`src/rtl/lsu_mem_master_pkg.sv`:
```
// Shared definitions for the load/store memory master: size encodings,
// the load tag layout and the byte-lane helper functions.
package lsu_mem_master_pkg;

  typedef enum logic [1:0] {
    LSU_SZ_B   = 2'd0,
    LSU_SZ_H   = 2'd1,
    LSU_SZ_W   = 2'd2,
    LSU_SZ_RSV = 2'd3
  } lsu_size_e;

  // Tag kept per outstanding load: lane offset, access size, sign-extend flag
  typedef struct packed {
    logic [1:0] offset;
    lsu_size_e  size;
    logic       sign;
  } lsu_tag_t;

  localparam int LSU_TAG_W = $bits(lsu_tag_t);

  // Reserved size is always treated as misaligned
  function automatic logic is_misaligned(input lsu_size_e size, input logic [1:0] offset);
    case (size)
      LSU_SZ_B: is_misaligned = 1'b0;
      LSU_SZ_H: is_misaligned = offset[0];
      LSU_SZ_W: is_misaligned = (offset != 2'b00);
      default:  is_misaligned = 1'b1;
    endcase
  endfunction

  function automatic logic [3:0] byte_enables(input lsu_size_e size, input logic [1:0] offset);
    case (size)
      LSU_SZ_B: byte_enables = 4'b0001 << offset;
      LSU_SZ_H: byte_enables = 4'b0011 << offset;
      LSU_SZ_W: byte_enables = 4'hF;
      default:  byte_enables = 4'h0;
    endcase
  endfunction

  // Replicate right-justified store data onto every lane it could land in
  function automatic logic [31:0] replicate_wdata(input lsu_size_e size, input logic [31:0] data);
    case (size)
      LSU_SZ_B: replicate_wdata = {4{data[7:0]}};
      LSU_SZ_H: replicate_wdata = {2{data[15:0]}};
      default:  replicate_wdata = data;
    endcase
  endfunction

  // Shift the addressed lane down to bit 0, then zero/sign extend
  function automatic logic [31:0] align_extend(input logic [31:0] data, input lsu_tag_t tag);
    logic [31:0] shifted;
    shifted = data >> {tag.offset, 3'b000};
    case (tag.size)
      LSU_SZ_B: align_extend = {{24{tag.sign & shifted[7]}}, shifted[7:0]};
      LSU_SZ_H: align_extend = {{16{tag.sign & shifted[15]}}, shifted[15:0]};
      default:  align_extend = shifted;
    endcase
  endfunction

endpackage

```
`src/rtl/lsu_mem_master_sync_fifo.sv`:
```
// Small synchronous FIFO with asynchronous active-low reset. Push is ignored
// when full and pop when empty; a simultaneous push and pop both take effect.
module sync_fifo #(
  parameter int WIDTH = 5,
  parameter int DEPTH = 4
) (
  input  logic             clk,
  input  logic             rst_n,
  input  logic             push,
  input  logic [WIDTH-1:0] push_data,
  input  logic             pop,
  output logic [WIDTH-1:0] pop_data,
  output logic             full,
  output logic             empty
);

  localparam int PTR_W = (DEPTH > 1) ? $clog2(DEPTH) : 1;
  localparam int CNT_W = $clog2(DEPTH + 1);
  localparam logic [PTR_W-1:0] LAST_PTR = PTR_W'(DEPTH - 1);
  localparam logic [CNT_W-1:0] FULL_CNT = CNT_W'(DEPTH);

  logic [WIDTH-1:0] store [DEPTH];
  logic [PTR_W-1:0] wr_ptr;
  logic [PTR_W-1:0] rd_ptr;
  logic [CNT_W-1:0] count;
  logic             do_push;
  logic             do_pop;

  assign full     = (count == FULL_CNT);
  assign empty    = (count == '0);
  assign do_push  = push & ~full;
  assign do_pop   = pop & ~empty;
  assign pop_data = store[rd_ptr];

  // Storage array, written only on an effective push
  always_ff @(posedge clk) begin
    if (do_push) store[wr_ptr] <= push_data;
  end

  // Pointers and occupancy; wrap explicitly so non-power-of-two depths work
  always_ff @(posedge clk or negedge rst_n) begin
    if (!rst_n) begin
      wr_ptr <= '0;
      rd_ptr <= '0;
      count  <= '0;
    end else begin
      if (do_push) wr_ptr <= (wr_ptr == LAST_PTR) ? '0 : wr_ptr + PTR_W'(1);
      if (do_pop)  rd_ptr <= (rd_ptr == LAST_PTR) ? '0 : rd_ptr + PTR_W'(1);
      case ({do_push, do_pop})
        2'b10:   count <= count + CNT_W'(1);
        2'b01:   count <= count - CNT_W'(1);
        default: count <= count;
      endcase
    end
  end

endmodule

```
`src/rtl/lsu_mem_master.sv`:
```
// Load/store initiator for the byte-enabled data memory: decodes requests into
// registered one-cycle strobes, tracks outstanding loads in a tag FIFO and
// aligns/extends the returned read data in issue order.
module lsu_mem_master
  import lsu_mem_master_pkg::*;
#(
  parameter int DM_AW           = 10,
  parameter int DM_DW           = 32,
  parameter int MAX_OUTSTANDING = 4
) (
  input  logic             clk,
  input  logic             rst_n,
  input  logic             req_vld,
  output logic             req_rdy,
  input  logic             req_wr,
  input  logic [1:0]       req_size,
  input  logic             req_signed,
  input  logic [DM_AW-1:0] req_addr,
  input  logic [DM_DW-1:0] req_wdata,
  output logic [DM_AW-1:0] mem_addr,
  output logic [3:0]       mem_be,
  output logic [DM_DW-1:0] mem_wdata,
  output logic             mem_wr_en,
  output logic             mem_rd_en,
  input  logic [DM_DW-1:0] mem_rdata,
  input  logic             mem_rdata_vld,
  output logic             rsp_vld,
  output logic [DM_DW-1:0] rsp_data,
  output logic             misalign_err,
  output logic             proto_err
);

  lsu_size_e  size;
  logic [1:0] offset;
  logic       misaligned;
  logic       accept;
  logic       push;
  logic       pop;
  logic       fifo_full;
  logic       fifo_empty;
  lsu_tag_t   push_tag;
  lsu_tag_t   pop_tag;

  assign size       = lsu_size_e'(req_size);
  assign offset     = req_addr[1:0];
  assign misaligned = is_misaligned(size, offset);
  assign req_rdy    = ~fifo_full;
  assign accept     = req_vld & req_rdy;
  assign push       = accept & ~req_wr & ~misaligned;
  assign pop        = mem_rdata_vld & ~fifo_empty;

  assign push_tag.offset = offset;
  assign push_tag.size   = size;
  assign push_tag.sign   = req_signed;

  sync_fifo #(
    .WIDTH (LSU_TAG_W),
    .DEPTH (MAX_OUTSTANDING)
  ) u_tag_fifo (
    .clk       (clk),
    .rst_n     (rst_n),
    .push      (push),
    .push_data (push_tag),
    .pop       (pop),
    .pop_data  (pop_tag),
    .full      (fifo_full),
    .empty     (fifo_empty)
  );

  // Memory-side register stage: strobes live for exactly one cycle after accept
  always_ff @(posedge clk or negedge rst_n) begin
    if (!rst_n) begin
      mem_addr     <= '0;
      mem_be       <= '0;
      mem_wdata    <= '0;
      mem_wr_en    <= 1'b0;
      mem_rd_en    <= 1'b0;
      misalign_err <= 1'b0;
    end else begin
      mem_wr_en    <= accept & req_wr & ~misaligned;
      mem_rd_en    <= accept & ~req_wr & ~misaligned;
      misalign_err <= accept & misaligned;
      if (accept) begin
        mem_addr  <= req_addr;
        mem_be    <= misaligned ? 4'h0 : byte_enables(size, offset);
        mem_wdata <= replicate_wdata(size, req_wdata);
      end
    end
  end

  // Response stage: align/extend popped data; flag returns with nothing outstanding
  always_ff @(posedge clk or negedge rst_n) begin
    if (!rst_n) begin
      rsp_vld   <= 1'b0;
      rsp_data  <= '0;
      proto_err <= 1'b0;
    end else begin
      rsp_vld <= pop;
      if (pop) rsp_data <= align_extend(mem_rdata, pop_tag);
      if (mem_rdata_vld & fifo_empty) proto_err <= 1'b1;
    end
  end

endmodule

```
`config.mk`:
```
export PLATFORM = sky130hd
export DESIGN_NAME = lsu_mem_master
export DESIGN_NICKNAME = d
export VERILOG_FILES = /design/src/rtl/lsu_mem_master_pkg.sv /design/src/rtl/lsu_mem_master_sync_fifo.sv /design/src/rtl/lsu_mem_master.sv
export SDC_FILE = /design/constraint.sdc
export NUM_CORES = 1
export LEC_CHECK = 0
export ABC_AREA = 1
export BUFFER_PORTS_ARGS = -buffer_cell sky130_fd_sc_hd__buf_2
export CAP_MARGIN = 20
export CELL_PAD_IN_SITES_DETAIL_PLACEMENT = 1
export CELL_PAD_IN_SITES_GLOBAL_PLACEMENT = 1
export CORE_ASPECT_RATIO = 1.75
export CORE_MARGIN = 1
export CORE_UTILIZATION = 28
export CTS_CLUSTER_SIZE = 12
export DETAILED_ROUTE_END_ITERATION = 8
export GPL_ROUTABILITY_DRIVEN = 0
export PLACE_DENSITY = 0.62
export SKIP_CTS_REPAIR_TIMING = 1
export SLEW_MARGIN = 20
export SYNTH_ARGS = -nofsm -noshare
export SYNTH_HDL_FRONTEND = slang
export SYNTH_SLANG_ARGS = --single-unit
```
`constraint.sdc`:
```
create_clock -name clk -period 2.7 [get_ports clk]
set_input_delay 0.135 -clock clk [delete_from_list [all_inputs] [get_ports clk]]
set_output_delay 0.135 -clock clk [all_outputs]
set_load 0.01 [all_outputs]
```
# Word-level counts from Yosys, hierarchy flattened
# Memories as Yosys holds them, arrays and structs flattened.
# Cells that the tools add are included.
# classes
add_sub_neg,4
eq_ne,8
shifts,3
muxes,10
bitwise_logic,16
n_reduce_logical,5
# op_table
cell,n
case mux 32 bit (2 select lines),2
>> shifter 32 x 5 -> 32 bit,1
AND 1 bit,12
case mux 4 bit (3 select lines),1
"== test 2 bit, second input constant",4
"== test 2 x 1 -> 1 bit, second input constant",3
case mux 3 bit (2 select lines),1
"adder 2 x 1 -> 2 bit, second input constant",2
zero test 2 bit,2
2-to-1 mux 2 bit,2
2-to-1 mux 4 bit,1
NOT 1 bit,4
nonzero test 2 bit,2
"<< shifter 1 x 2 -> 4 bit, first input constant",1
"<< shifter 2 x 2 -> 4 bit, first input constant",1
"adder 3 x 1 -> 3 bit, second input constant",1
"== test 3 bit, second input constant",1
zero test 3 bit,1
case mux 1 bit (3 select lines),1
"subtractor 3 x 1 -> 3 bit, second input constant",1
2-to-1 mux 1 bit,2
# word_totals
reg_bits,90
ram_bits,20
input_bits,82
wordCells,59
memories,1
# memory_table
memory,words,width,read_ports,rd_ports_with_merged_regs,write_ports,line,text
u_tag_fifo.store,4,5,1,0,1,lsu_mem_master_sync_fifo.sv:22,logic [WIDTH-1:0] store [DEPTH];

# Longest topological paths before layout
# logic_depth
depth_word,8
depth_mapped,13

# Cells and area by module
# Synthesis repeated with hierarchy kept, for this count alone.
# hier_totals
cells_unflattened,668
hier_area_um2,5531.6
# modules_own_cells
mod,instances,cells_each,area_per_inst_um2
lsu_mem_master,1,550,4247.8
sync_fifo,1,118,1283.7

# Worst setup path before layout
# OpenSTA, ideal clock, no wires.
# synth_timing
path_kind,reg-to-reg
start,reg u_tag_fifo.count[1]
end,reg u_tag_fifo.count[2]
setup_ns,0.131
arrival_time_ns,2.126
t_required_ns,2.569
setup_slack_ns,0.443
path_stages_with_launch,14
cell_sequence,dfrtp_1 > inv_1 > nand3_1 > nand2_1 > inv_1 > nand2_1 > nor2_2 > inv_1 > ha_1 > inv_1 > fa_1 > a21oi_1 > o21ai_0 > xor2_1
# synth_between
elab_chain_cells,8
word_cells_on_any_way,16
cone_classes,2 x add/sub; 3 x eq/ne; 1 x mux; 8 x bitwise; 2 x reduce/logical
# synth_lines
item,line,text
from (decl),lsu_mem_master_sync_fifo.sv:25,logic [CNT_W-1:0] count;
from (signal assigned),lsu_mem_master_sync_fifo.sv:50,2'b10: count <= count + CNT_W'(1);
from (signal assigned),lsu_mem_master_sync_fifo.sv:51,2'b01: count <= count - CNT_W'(1);
from (signal assigned),lsu_mem_master_sync_fifo.sv:52,default: count <= count;
== test 3 bit (*),lsu_mem_master_sync_fifo.sv:29,assign full = (count == FULL_CNT);
NOT 1 bit (*),lsu_mem_master.sv:47,assign req_rdy = ~fifo_full;
via req_rdy,lsu_mem_master.sv:14,"output logic req_rdy,"
AND 1 bit (*),lsu_mem_master.sv:48,assign accept = req_vld & req_rdy;
AND 1 bit (*) (2 in a row),lsu_mem_master.sv:49,assign push = accept & ~req_wr & ~misaligned;
via push,lsu_mem_master.sv:37,logic push;
AND 1 bit (*),lsu_mem_master_sync_fifo.sv:31,assign do_push = push & ~full;
== test 2 x 1 -> 1 bit or == test 2 bit (tied branches),lsu_mem_master_sync_fifo.sv:49,"case ({do_push, do_pop})"
case mux 3 bit (2 select lines) or nonzero test 2 bit (tied branches),n/a,
# Mark *: on every way through the listed nets, which the timed path passes. The rest lies on a longest branch.
# A chain may end at the register's enable or synchronous reset.

# Worst setup path in the final report
# layout_timing
start,reg u_tag_fifo.count[1]
end,reg u_tag_fifo.count[2]
# layout_between
elab_chain_cells,8
word_cells_on_any_way,16
cone_classes,2 x add/sub; 3 x eq/ne; 1 x mux; 8 x bitwise; 2 x reduce/logical
# layout_lines
item,line
== test 3 bit (*),lsu_mem_master_sync_fifo.sv:29
NOT 1 bit (*),lsu_mem_master.sv:47
AND 1 bit (*),lsu_mem_master.sv:48
AND 1 bit (*) (2 in a row),lsu_mem_master.sv:49
via push,lsu_mem_master.sv:37
AND 1 bit (*),lsu_mem_master_sync_fifo.sv:31
== test 2 x 1 -> 1 bit or == test 2 bit (tied branches),lsu_mem_master_sync_fifo.sv:49
case mux 3 bit (2 select lines) or nonzero test 2 bit (tied branches),n/a
# Marks and branches as above.

==> metrics.txt <==
top-count cell post-synth nand2_1; IO buf count about 170; clock skew ~0.012 ns; Leakage between 3 and 4 nW; synthesized area between 5000 and 6000 µm²; status finished, final reports clean; Synth area leader dfrtp_1; vias 5062; share of cells above drive strength 1 27.1%; RSZ-0062 raised after global routing no; reg2reg end u_tag_fifo.count[2]; CTS tree yes; Slew Limit Fails 0; final worst path period share 86.4%; Rows between 60 and 70; Worst EP required 2.93 ns; total die area 20100 µm²; via/cell ratio between 4 and 5; Core Box Area about 19000 µm²; Primary FF master, synth dfrtp_1; YS warnings 0; io pins 166; Diodes inserted 0; R2R setup slack 0.37 ns; FILL cells 2380; NumNets Final 923; hold endpoint mem_wdata[5]; CP peak stage delay 0.42 ns; total power draw roughly 7.5 mW; Worst Path Max Fanout 6; largest net degree at the start of global routing 60; Post-synth top cells 252 x nand2_1, 90 x dfrtp_1, 86 x nand3_1, 36 x inv_1, 34 x nor2_1; Setup violations, final 0; clk_lat worst skew 0.35 ns; min cycle time layout 2.33 ns; antenna-violating nets left 0; area growth from synthesis to layout 26.4%; async set-or-reset flop fraction in the synthesized netlist a little over 80%; final WL 17300 µm; WP data arrival 2.56 ns; startpoint types register; first-pass GRT wire length 27600 µm; synthesized net count 762; wire length per cell 16.0 µm; Initial Utilization 28.6%; FF+latch count, synth 110; DR DRC count 0; worst-margin pin slew 0.562 ns; DR pass1 iterations 4; Hold WC Path Type in2reg; crit path cell chain inv_1 > nand3_1 > nand2_2 > inv_1 > nand2_1 > nor2_2 > inv_1 > ha_1 > inv_1 > fa_1 > a21oi_1 > o21ai_0 > xor2_1; Num CTS Buffers 9; Cell Pwr Density roughly 1100 nW/µm²; # Max-Cap Violations 0; EDFF count, synth 20; Synth cell types 30; Total Routing Usage GR between 10% and 20%; relative slew slack 62.5%; H-tree Lvls 3; Synth top area share 41.2%; crit-path most repeated cell inv_1; kind of end point of the critical path register; Die W 108 µm; VDD IR max about 0.0004 V; Final Hold Vio Count 0; Sink Count 110; Fin Setup TNS 0 ns; Critical R2R Launch u_tag_fifo.count[1]; Max Clock Freq 429 MHz; Setup CP Type reg2reg; sequential cell area fraction in the yosys report approximately 52%; Worst R2R Path Depth 13; GRT overflow 0; Synth Area per Inst slightly above 8 µm²; Max Root-Sink Buffers 2; worst hold start req_wdata[5]; clk slew on worst S/H paths 0.08 ns; initial antenna violation count 0; post-DP HPWL approximately 13000 µm; top cells by area, synth dfrtp_1 41%, nand2_1 17%, edfxtp_1 11%, nand3_1 7.9%, o21ai_0 2.8%; initial drt markers ~180; slowest CP cell dfrtp_1; die height 187 µm; vias in the first global route 5254; Mapped Cells 673; hold depth 3; Clock Tree Root clkbuf_16
critical path, delay by kind of cell, from the launching register on:
family          cells  cell delay (ns)
fa+ha+maj           2             0.55
simple gates        4             0.43
flops               1             0.42
buf+inv             4             0.42
compound gates      2             0.25
xor+xnor            1             0.15
area by class of cell:
| cell class | instances | area, µm² | area share [%] |
|---|---|---|---|
| inverter | 39 | 146 | 2.12 |
| sequential | 110 | 2850 | 41.3 |
| clock buffer | 10 | 229 | 3.31 |
| multi-input combinational | 487 | 2280 | 33.0 |
| timing repair buffer | 187 | 1030 | 14.9 |
| tap | 241 | 302 | 4.36 |
| clock inverter | 6 | 67.6 | 0.978 |
power by group:
part	internal, mW	total, mW	switching, mW
logic	1.28	3.56	2.28
registers	2.27	2.63	0.363
clock network	0.657	1.34	0.686
total	4.20	7.53	3.33
per-stage QoR:
stage               worst slack, ns  cells  hold slack [ns]  instance area (µm²)  util, %
finish                        0.367   1080           0.0146                 6910     36.2
global route                  0.148   1080           0.0160                 6910     36.2
CTS                           0.344   1070           -0.234                 6810     35.6
detailed placement            0.359   1054            0.145                 6520     34.1
global placement              0.399   1054            0.146                 6520     34.1
floorplan                     0.443    673           -0.161                 5470        -
flip-flops by register name (all words and copies together), names as in the netlist:
| signal | cells |
|---|---|
| mem_rd_en | 1 |
| proto_err | 1 |
| u_tag_fifo.rd_ptr | 2 |
| rsp_data | 32 |
| u_tag_fifo.wr_ptr | 2 |
| rsp_vld | 1 |
| mem_be | 4 |
| u_tag_fifo.count | 3 |
| mem_wr_en | 1 |
| mem_wdata | 32 |
| misalign_err | 1 |
| u_tag_fifo.store | 20 |
| mem_addr | 10 |
worst max-delay path by stage:
stage	startpoint	endpoint	slack, ns	cells after the start
6_report	u_tag_fifo.count[1]	u_tag_fifo.count[2]	0.37	13
5_1_grt	u_tag_fifo.count[1]	u_tag_fifo.count[2]	0.15	13
4_1_cts	u_tag_fifo.count[1]	u_tag_fifo.count[2]	0.34	13
3_5_place_dp	u_tag_fifo.count[1]	u_tag_fifo.count[2]	0.36	13
3_3_place_gp	u_tag_fifo.count[1]	u_tag_fifo.count[2]	0.40	13
2_1_floorplan	u_tag_fifo.count[1]	u_tag_fifo.count[2]	0.44	13
metal layers:
metal,vias up,global-route usage [%],wire length (µm)
li1,2493,-,-
met1,2395,18.7,6330
met2,154,34.2,9650
met3,20,3.62,984
met4,0,5.85,348
met5,-,0,0
layout by cell type (no fill, tap or decap), types with 7 or more instances in the layout:
| master | count |
|---|---|
| a31oi_1 | 8 |
| inv_1 | 36 |
| clkbuf_16 | 9 |
| nand3_1 | 86 |
| dlygate4sd3_1 | 10 |
| o211ai_1 | 7 |
| nand2_1 | 251 |
| a21oi_1 | 27 |
| dfrtp_1 | 90 |
| nor2_1 | 34 |
| o21ai_0 | 31 |
| buf_2 | 164 |
| buf_4 | 12 |
| edfxtp_1 | 20 |
| or2_2 | 17 |
kinds of logic (layout without fill, tap and decap cells):
group	count (synthesis)	in the layout	synth area share, %
AO/OA/AOI/OAI	76	76	7.76
XOR/XNOR	2	2	0.320
buffers and inverters	76	242	6.27
AND/OR/NAND/NOR	402	402	31.7
adder cells (fa/ha/maj)	7	7	1.74
flip-flops	110	110	52.2
Note: power is estimated with default switching activity, not from simulation.
